[src/rtl/cim_sched_pkg.sv]
// Shared types and helpers for the CiM level scheduler.
package cim_sched_pkg;

  typedef enum logic [1:0] {
    IDLE = 2'd0,
    CALC = 2'd1,
    OUT  = 2'd2
  } sched_state_e;

  // Level-index width for a CiM holding hv_dim/2 levels.
  function automatic int unsigned cim_sel_width(input int unsigned hv_dim);
    return $clog2(hv_dim / 2);
  endfunction

endpackage

[src/rtl/cim_rr_arbiter.sv]
// Round-robin arbiter: searches upward from ptr_i with wrap, returns one-hot
// grant, winner index and an any-request flag.
module cim_rr_arbiter #(
  parameter int unsigned NumReqs = 4,
  localparam int unsigned IdWidth = $clog2(NumReqs)
) (
  input  logic [NumReqs-1:0] req_i,
  input  logic [IdWidth-1:0] ptr_i,
  output logic [NumReqs-1:0] gnt_o,
  output logic [IdWidth-1:0] idx_o,
  output logic               any_o
);

  int unsigned      cand;
  logic [IdWidth-1:0] cand_idx;

  always_comb begin
    gnt_o    = '0;
    idx_o    = '0;
    any_o    = 1'b0;
    cand     = 0;
    cand_idx = '0;
    for (int unsigned i = 0; i < NumReqs; i++) begin
      cand = 32'(ptr_i) + i;
      if (cand >= NumReqs) begin
        cand = cand - NumReqs;
      end
      cand_idx = IdWidth'(cand);
      if (!any_o && req_i[cand_idx]) begin
        any_o           = 1'b1;
        idx_o           = cand_idx;
        gnt_o[cand_idx] = 1'b1;
      end
    end
  end

endmodule

[src/rtl/cim_level_scheduler.sv]
// Shares one CiM lookup port among NumReqs requesters: round-robin grant,
// quantize to a level index, valid/ready output. CIM_SCHED_SATURATE_EN selects
// saturating (defined) vs. wrapping (undefined) range limiting.
module cim_level_scheduler
  import cim_sched_pkg::*;
#(
  parameter int unsigned NumReqs     = 4,
  parameter int unsigned ValueWidth  = 16,
  parameter int unsigned HVDimension = 512,
  parameter int unsigned ShiftWidth  = $clog2(ValueWidth),
  localparam int unsigned NumCimLevels = HVDimension / 2,
  localparam int unsigned ImSelWidth   = cim_sel_width(HVDimension),
  localparam int unsigned IdWidth      = $clog2(NumReqs)
) (
  input  logic                          clk_i,
  input  logic                          rst_ni,
  input  logic [NumReqs-1:0]            req_valid_i,
  input  logic [NumReqs*ValueWidth-1:0] req_value_i,
  output logic [NumReqs-1:0]            req_ready_o,
  input  logic [ValueWidth-1:0]         value_min_i,
  input  logic [ShiftWidth-1:0]         level_shift_i,
  output logic [ImSelWidth-1:0]         cim_sel_o,
  output logic [IdWidth-1:0]            cim_req_id_o,
  output logic                          cim_valid_o,
  input  logic                          cim_ready_i,
  output logic                          busy_o
);

  sched_state_e          state_q, state_d;
  logic [IdWidth-1:0]    ptr_q, ptr_d;
  logic [ValueWidth-1:0] value_q, value_d;
  logic [IdWidth-1:0]    id_q, id_d;
  logic [ValueWidth-1:0] min_q, min_d;
  logic [ShiftWidth-1:0] shift_q, shift_d;
  logic [ImSelWidth-1:0] sel_q, sel_d;
  logic [IdWidth-1:0]    out_id_q, out_id_d;
  logic                  busy_q, busy_d;

  logic [NumReqs-1:0]    gnt;
  logic [IdWidth-1:0]    win_idx;
  logic                  any_req;
  logic                  grant_en;
  logic [ValueWidth-1:0] win_value;

  logic [ValueWidth:0]   diff;
  logic [ValueWidth-1:0] offset;
  logic [ImSelWidth-1:0] lvl_sel;
`ifdef CIM_SCHED_SATURATE_EN
  logic [ValueWidth-1:0] lvl;
`endif

  cim_rr_arbiter #(
    .NumReqs(NumReqs)
  ) u_arb (
    .req_i (req_valid_i),
    .ptr_i (ptr_q),
    .gnt_o (gnt),
    .idx_o (win_idx),
    .any_o (any_req)
  );

  always_comb begin
    win_value = '0;
    for (int unsigned i = 0; i < NumReqs; i++) begin
      if (IdWidth'(i) == win_idx) begin
        win_value = req_value_i[i*ValueWidth +: ValueWidth];
      end
    end
  end

  // Borrow out of the widened subtraction means value < floor.
  always_comb begin
    diff   = {1'b0, value_q} - {1'b0, min_q};
    offset = diff[ValueWidth] ? '0 : diff[ValueWidth-1:0];
`ifdef CIM_SCHED_SATURATE_EN
    lvl     = offset >> shift_q;
    lvl_sel = (lvl > ValueWidth'(NumCimLevels - 1)) ? ImSelWidth'(NumCimLevels - 1)
                                                     : lvl[ImSelWidth-1:0];
`else
    lvl_sel = ImSelWidth'(offset >> shift_q);
`endif
  end

  always_comb begin
    state_d     = state_q;
    ptr_d       = ptr_q;
    value_d     = value_q;
    id_d        = id_q;
    min_d       = min_q;
    shift_d     = shift_q;
    sel_d       = sel_q;
    out_id_d    = out_id_q;
    grant_en    = 1'b0;
    cim_valid_o = 1'b0;

    unique case (state_q)
      IDLE: begin
        if (any_req) begin
          grant_en = 1'b1;
          state_d  = CALC;
        end
      end
      CALC: begin
        sel_d    = lvl_sel;
        out_id_d = id_q;
        state_d  = OUT;
      end
      OUT: begin
        cim_valid_o = 1'b1;
        if (cim_ready_i) begin
          if (any_req) begin
            grant_en = 1'b1;
            state_d  = CALC;
          end else begin
            state_d = IDLE;
          end
        end
      end
      default: state_d = IDLE;
    endcase

    if (grant_en) begin
      ptr_d   = (win_idx == IdWidth'(NumReqs - 1)) ? '0 : win_idx + 1'b1;
      value_d = win_value;
      id_d    = win_idx;
      min_d   = value_min_i;
      shift_d = level_shift_i;
    end

    busy_d = (state_d != IDLE);
    // Suppress the strobe while reset is held so no requester sees a grant.
    req_ready_o = (grant_en && rst_ni) ? gnt : '0;
  end

  always_ff @(posedge clk_i or negedge rst_ni) begin
    if (!rst_ni) begin
      state_q  <= IDLE;
      ptr_q    <= '0;
      value_q  <= '0;
      id_q     <= '0;
      min_q    <= '0;
      shift_q  <= '0;
      sel_q    <= '0;
      out_id_q <= '0;
      busy_q   <= 1'b0;
    end else begin
      state_q  <= state_d;
      ptr_q    <= ptr_d;
      value_q  <= value_d;
      id_q     <= id_d;
      min_q    <= min_d;
      shift_q  <= shift_d;
      sel_q    <= sel_d;
      out_id_q <= out_id_d;
      busy_q   <= busy_d;
    end
  end

  assign cim_sel_o    = sel_q;
  assign cim_req_id_o = out_id_q;
  assign busy_o       = busy_q;

endmodule
[config.mk]
export PLATFORM = sky130hd
export DESIGN_NAME = cim_level_scheduler
export DESIGN_NICKNAME = d
export VERILOG_FILES = /design/src/rtl/cim_sched_pkg.sv /design/src/rtl/cim_rr_arbiter.sv /design/src/rtl/cim_level_scheduler.sv
export SDC_FILE = /design/constraint.sdc
export NUM_CORES = 1
export LEC_CHECK = 0
export BUFFER_PORTS_ARGS = -buffer_cell sky130_fd_sc_hd__buf_2
export CORE_ASPECT_RATIO = 1.4
export CORE_MARGIN = 10
export CORE_UTILIZATION = 40
export DETAILED_ROUTE_END_ITERATION = 16
export HOLD_SLACK_MARGIN = 0.1
export PLACE_DENSITY = 0.66
export SLEW_MARGIN = 25
export SYNTH_ARGS = -nofsm -noshare
export SYNTH_HDL_FRONTEND = slang
export SYNTH_SLANG_ARGS = --single-unit
[constraint.sdc]
create_clock -name clk_i -period 5.5 [get_ports clk_i]
set_clock_uncertainty 0.1 [all_clocks]
set_input_delay 1.1 -clock clk_i [delete_from_list [all_inputs] [get_ports clk_i]]
set_output_delay 1.1 -clock clk_i [all_outputs]
set_load 0.005 [all_outputs]
# Word level (Yosys, flattened, before mapping)

Cells that the tools add are included.

Register bits: 53
Bits of input ports: 91
Output and inout port bits: 16
Word-level logic and storage cells: 101

Equal/unequal tests: 6
Shifts and indexed selects: 1
Reductions and logical operators: 14
Mux-type cells: 47
Order comparisons: 12
Bitwise gates (word level): 3
Add/subtract/negate cells: 9

Operators by type and width:

| cell                | count |
|---|---|
| $mux 16             | 5 |
| $mux 2              | 11 |
| $mux 4              | 5 |
| $sub 16x16->17      | 1 |
| $mux 1              | 16 |
| $shr 16x4->8        | 1 |
| $lt 2x3->1 const B  | 4 |
| $or 4x4->4          | 3 |
| $ge 3x3->1 const B  | 3 |
| $bmux 1 s2          | 4 |
| $demux 1 s2         | 4 |
| $ge 2x1->1 const B  | 4 |
| $logic_and 1x1->1   | 8 |
| $sub 2x1->2 const B | 4 |
| $add 2x2->3 const B | 2 |
| $pmux 2 s3          | 1 |
| $eq 2x2->1 const A  | 2 |
| $eq 2x2->1 const B  | 2 |
| $logic_not 2->1     | 2 |
| $add 2x1->3 const B | 1 |
| $ge 2x3->1 const B  | 1 |
| $logic_not 1->1     | 3 |
| $add 2x1->2 const B | 1 |
| $eq 1x2->1 const A  | 1 |
| other kinds (3)     | 3 |

# Logic depth before layout (Yosys ltp)

Word-level depth: 19
Gate-level depth with buffers: 19
Mapped depth without buffers: 16

# By module

A second synthesis with hierarchy kept.

Cell total of the unflattened synthesis: 590
Area total of the unflattened synthesis: 4818.4 um^2

Modules (own cells, without submodules):

| module              | area an instance (um^2) | times used | cells an instance |
|---|---|---|---|
| cim_level_scheduler | 4396.7                  | 1          | 545 |
| cim_rr_arbiter      | 421.7                   | 1          | 45 |

# Worst setup path after synthesis

Ideal clock, no wire load.

Kind: register to register
Start: register ptr_q[0]
End: register value_q[0]
Stages on the path, launching flop included: 20
Arrival: 3.617 ns
Data required time: 5.273 ns
Setup slack: 1.656 ns
Cells stage by stage: dfrtp_1 -> clkbuf_1 -> inv_1 -> ha_1 -> mux4_2 -> nor2_1 -> o21ai_0 -> o31ai_1 -> inv_1 -> ha_1 -> clkbuf_1 -> clkbuf_1 -> nand2_1 -> nor2_1 -> a21oi_1 -> nor2_1 -> a21oi_1 -> nor2_1 -> a211oi_1 -> a21oi_1

Longest elaborated chain between the ends: 19
Elaborated cells on any way between the ends: 48
Classes of those cells: 7 x add/sub; 4 x order compare; 3 x eq/ne; 27 x mux; 7 x reduce/logical

Ends and longest elaborated chain:

| item                                                 | RTL line                   | source |
|---|---|---|
| start, declared                                      | cim_level_scheduler.sv:30  | `logic [IdWidth-1:0] ptr_q, ptr_d;` |
| start signal, assigned                               | cim_level_scheduler.sv:148 | `ptr_q <= ptr_d;` |
| branches (longest 13 deep; another with $add 2x1->3) | n/a                        |  |
| $mux 2 (*)                                           | cim_rr_arbiter.sv:29       | `if (!any_o && req_i[cand_idx]) begin` |
| named net u_arb.idx_o[0]                             | cim_rr_arbiter.sv:10       | `output logic [IdWidth-1:0] idx_o,` |
| $logic_not 2->1                                      | cim_level_scheduler.sv:65  | `if (IdWidth'(i) == win_idx) begin` |
| $mux 16 (3 in series)                                | cim_level_scheduler.sv:65  |  |
| $mux 16 (*)                                          | cim_level_scheduler.sv:65  |  |
| end signal, assigned                                 | cim_level_scheduler.sv:149 | `value_q <= value_d;` |
| end, declared                                        | cim_level_scheduler.sv:31  | `logic [ValueWidth-1:0] value_q, value_d;` |

Mark *: on every way through the listed nets, which the timed path passes. The select of a mux whose other input is x is not followed.
A chain may end at the register's enable or synchronous reset.

# Worst setup path in the final report

Start: register ptr_q[0]
End: register value_q[11]

The elaborated chain is that of the path after synthesis.

==> flow_metrics.tcl <==
set metrics [dict create \
    wl_per_cell_um 16.3 \
    wl_met1_mm 5.96 \
    period_minus_slack_ns 4.49 \
    status "complete, no violations" \
    synth_edf_count 0 \
    wl_met2_mm 6.91 \
    initial_core_util 0.406 \
    p_int_mw 2.00 \
    rows 47 \
    syn_area_um2 4770 \
    crit_path_end_kind "flop" \
    num_vias 4847 \
    slew_headroom 0.363 \
    cts_setup_buffers 0 \
    cp.arrival_ns 4.54 \
    postPlaceCellArea_um2 5340 \
    antenna_found_initial 0 \
    total_power_mw 4.39 \
    fin_area_um2 5480 \
    power_frac_seq 0.173 \
    p_switching_mw 2.39 \
    grt_max_degree 54 \
    cts_resized 0 \
    grt_first_pass_wirelength_mm 23.5 \
    overflow 0 \
    path_class "flop to flop" \
    final_antenna_net_count 0 \
    min_path_type "flop to flop" \
    synth.area.top_cells "dfrtp_1 (28%), a21oi_1 (7.7%), nor2_1 (7.5%), nand2_1 (7.4%), ha_1 (7.3%)" \
    cts_root_buf "clkbuf_16" \
    r2r-end "value_q[11]" \
    finalMaxSlewViolations 0 \
    startpoint_type "flop" \
    synth_cell_type_count 77 \
    grt_setup_unrepaired "no" \
    io_pins 107 \
    synth.yosys.seq_area_share 0.278 \
    postSynthCellCount 646 \
    area_growth_pct 14.8 \
    postSynthAreaPerCell_um2 7.39 \
    dieArea_um2 16800 \
    holdPathEnd "cim_req_id_o[1]" \
    cts.sinks 53 \
    clk_latency_ns 0.29 \
    synth_fp_nets 766 \
    remaining_drc_errors 0 \
    cts_buffers 5 \
    holdWs_ns 0.376 \
    hpwl_mm 11.4 \
    drt-total-wl_mm 14.1 \
    die_h_um 149 \
    p_sw_frac 0.544 \
    p_leak_nw 2.56 \
    maxCapViolCount 0 \
    antenna_cells 0 \
    globalplace.congestion 0.975 \
    ir_drop_mv 0.488 \
    r2r_slack_ns 1.01 \
    first_pass_iters 4 \
    hold_depth 2 \
    synth_area_leader_cell "dfrtp_1" \
    r2r-start "ptr_q[0]" \
    vias_per_cell 5.58 \
    grt_pass1_vias 4866 \
    r2r_cells 14 \
    cts_max_level 2 \
    netlist.area_leader.share 0.278 \
    dr_wl_met3_um 769 \
    cp_data_required_time_ns 5.56 \
    layout.nets 841 \
    finalCritPeriodShare 0.816 \
    p_comb_frac 0.757 \
    worst_pin_slew_ns 0.955 \
    port_buffers 106 \
    clkPwrFrac 0.070 \
    drive_above_1_share 0.197 \
    async_reset_ff_frac 1.00 \
    die_w_um 112 \
    track_usage 0.165 \
    dp_cells 861 \
    final.setup.tns_ns 0 \
    p_per_area_nw_per_um2 801 \
    fmax_mhz 223 \
    stdcell_count 868 \
    setup_viol_count_final 0 \
    ys_seq_elements 53 \
    clk_pin_slew_worst_paths_ns 0.07 \
    synth-main-ff-cell "dfrtp_1" \
    drt_iter0_drc 195 \
    postCtsHoldBufs 0 \
    hold_violations 0 \
    crit_fanout 32 \
    worstHoldStart "id_q[1]" \
    ys_warn_count 0 \
    top_layer_used "met4" \
    clock_path_buffers 2 \
    core_um2 11800 \
    cts_tree "built" \
]
## worst max-delay path, cell delays in order (launching register included)
cell     delay [ns]
dfrtp_1        0.63
inv_1          0.22
ha_1           0.41
mux4_2         0.60
nor2_1         0.30
o21ai_0        0.14
o31ai_1        0.21
ha_1           0.89
nor2_1         0.11
a21oi_1        0.20
nor2_1         0.06
a21oi_1        0.16
nor2_1         0.06
a21oi_1        0.14
o21ai_0        0.10
## power groups by stage
stage	logic, mW	registers, mW	clock network, mW
5_1_grt	3.73	0.792	0.335
3_3_place_gp	3.23	0.762	0
4_1_cts	3.32	0.761	0.317
2_1_floorplan	2.67	0.668	0
6_report	3.32	0.761	0.306
3_5_place_dp	3.30	0.768	0
## stage by stage
step	setup slack (ns)	utilization
floorplan	1.66	-
global placement	1.16	0.454
detailed placement	0.984	0.454
CTS	0.970	0.466
global route	0.576	0.466
finish	1.01	0.466
## state kept, by name (all words and copies together) (netlist names)
signal,count
busy_o,1
cim_req_id_o,2
cim_sel_o,8
id_q,2
min_q,16
ptr_q,2
shift_q,4
state_q,2
value_q,16
## cells in the final DEF (no fill, tap or decap), types with 9 or more instances in the layout
cell      Yosys  layout
a21oi_1      73      73
o21ai_0      46      46
nor2_1       96      96
a211oi_1     10      10
inv_1        28      28
buf_2         7     106
nand3_1      13      13
nand2_1      94      94
ha_1         28      27
dfrtp_1      53      53
a31oi_1       9       9
nor3_1       12      12
## how the worst max path moves through the flow
stage                   to            from  slack, ns  cells past startpoint
2_1_floorplan   value_q[0]        ptr_q[0]       1.66                     19
3_3_place_gp   value_q[13]        ptr_q[0]       1.16                     14
3_5_place_dp   value_q[11]  req_valid_i[1]       0.98                     13
4_1_cts        value_q[11]        ptr_q[0]       0.97                     14
5_1_grt         value_q[0]        ptr_q[0]       0.58                     14
6_report       value_q[11]        ptr_q[0]       1.01                     14
## cells by family after synthesis
| kind of cell | share of synthesized area |
|---|---|
| multiplexers | 0.0354 |
| adder cells (fa/ha/maj) | 0.0776 |
| buffers and inverters | 0.0600 |
| AO/OA/AOI/OAI | 0.308 |
| XOR/XNOR | 0.00917 |
| flip-flops | 0.278 |
| AND/OR/NAND/NOR | 0.232 |
## metal layers
metal,vias to the layer above,track usage
li1,2468,-
met1,2204,0.187
met2,143,0.290
met3,32,0.0366
met4,0,0.0719
met5,-,0
## synthesized netlist by cell type (4+ instances only)
cell type,n
nand4_1,4
mux4_2,4
and3_1,4
nand2b_1,7
xnor2_1,5
nand2_1,94
clkbuf_1,29
a211oi_1,10
buf_2,7
nand3_1,13
nor2_1,96
a21oi_1,73
a31oi_1,9
nor3_1,12
a22oi_1,6
ha_1,28
o21ai_1,7
a21o_1,7
a221oi_1,7
o31ai_1,7
o21ai_0,46
dfrtp_1,53
nor2b_1,5
inv_1,28
and2_1,6
## final cells by class
type / count / area, um^2
inverter: 30 / 113
sequential: 53 / 1330
clock inverter: 1 / 8.76
multi-input combinational: 522 / 3170
fill: 1242 / 6280
tap: 147 / 184
timing repair buffer: 109 / 553
clock buffer: 6 / 129
Power figures use the tool's default switching activity.
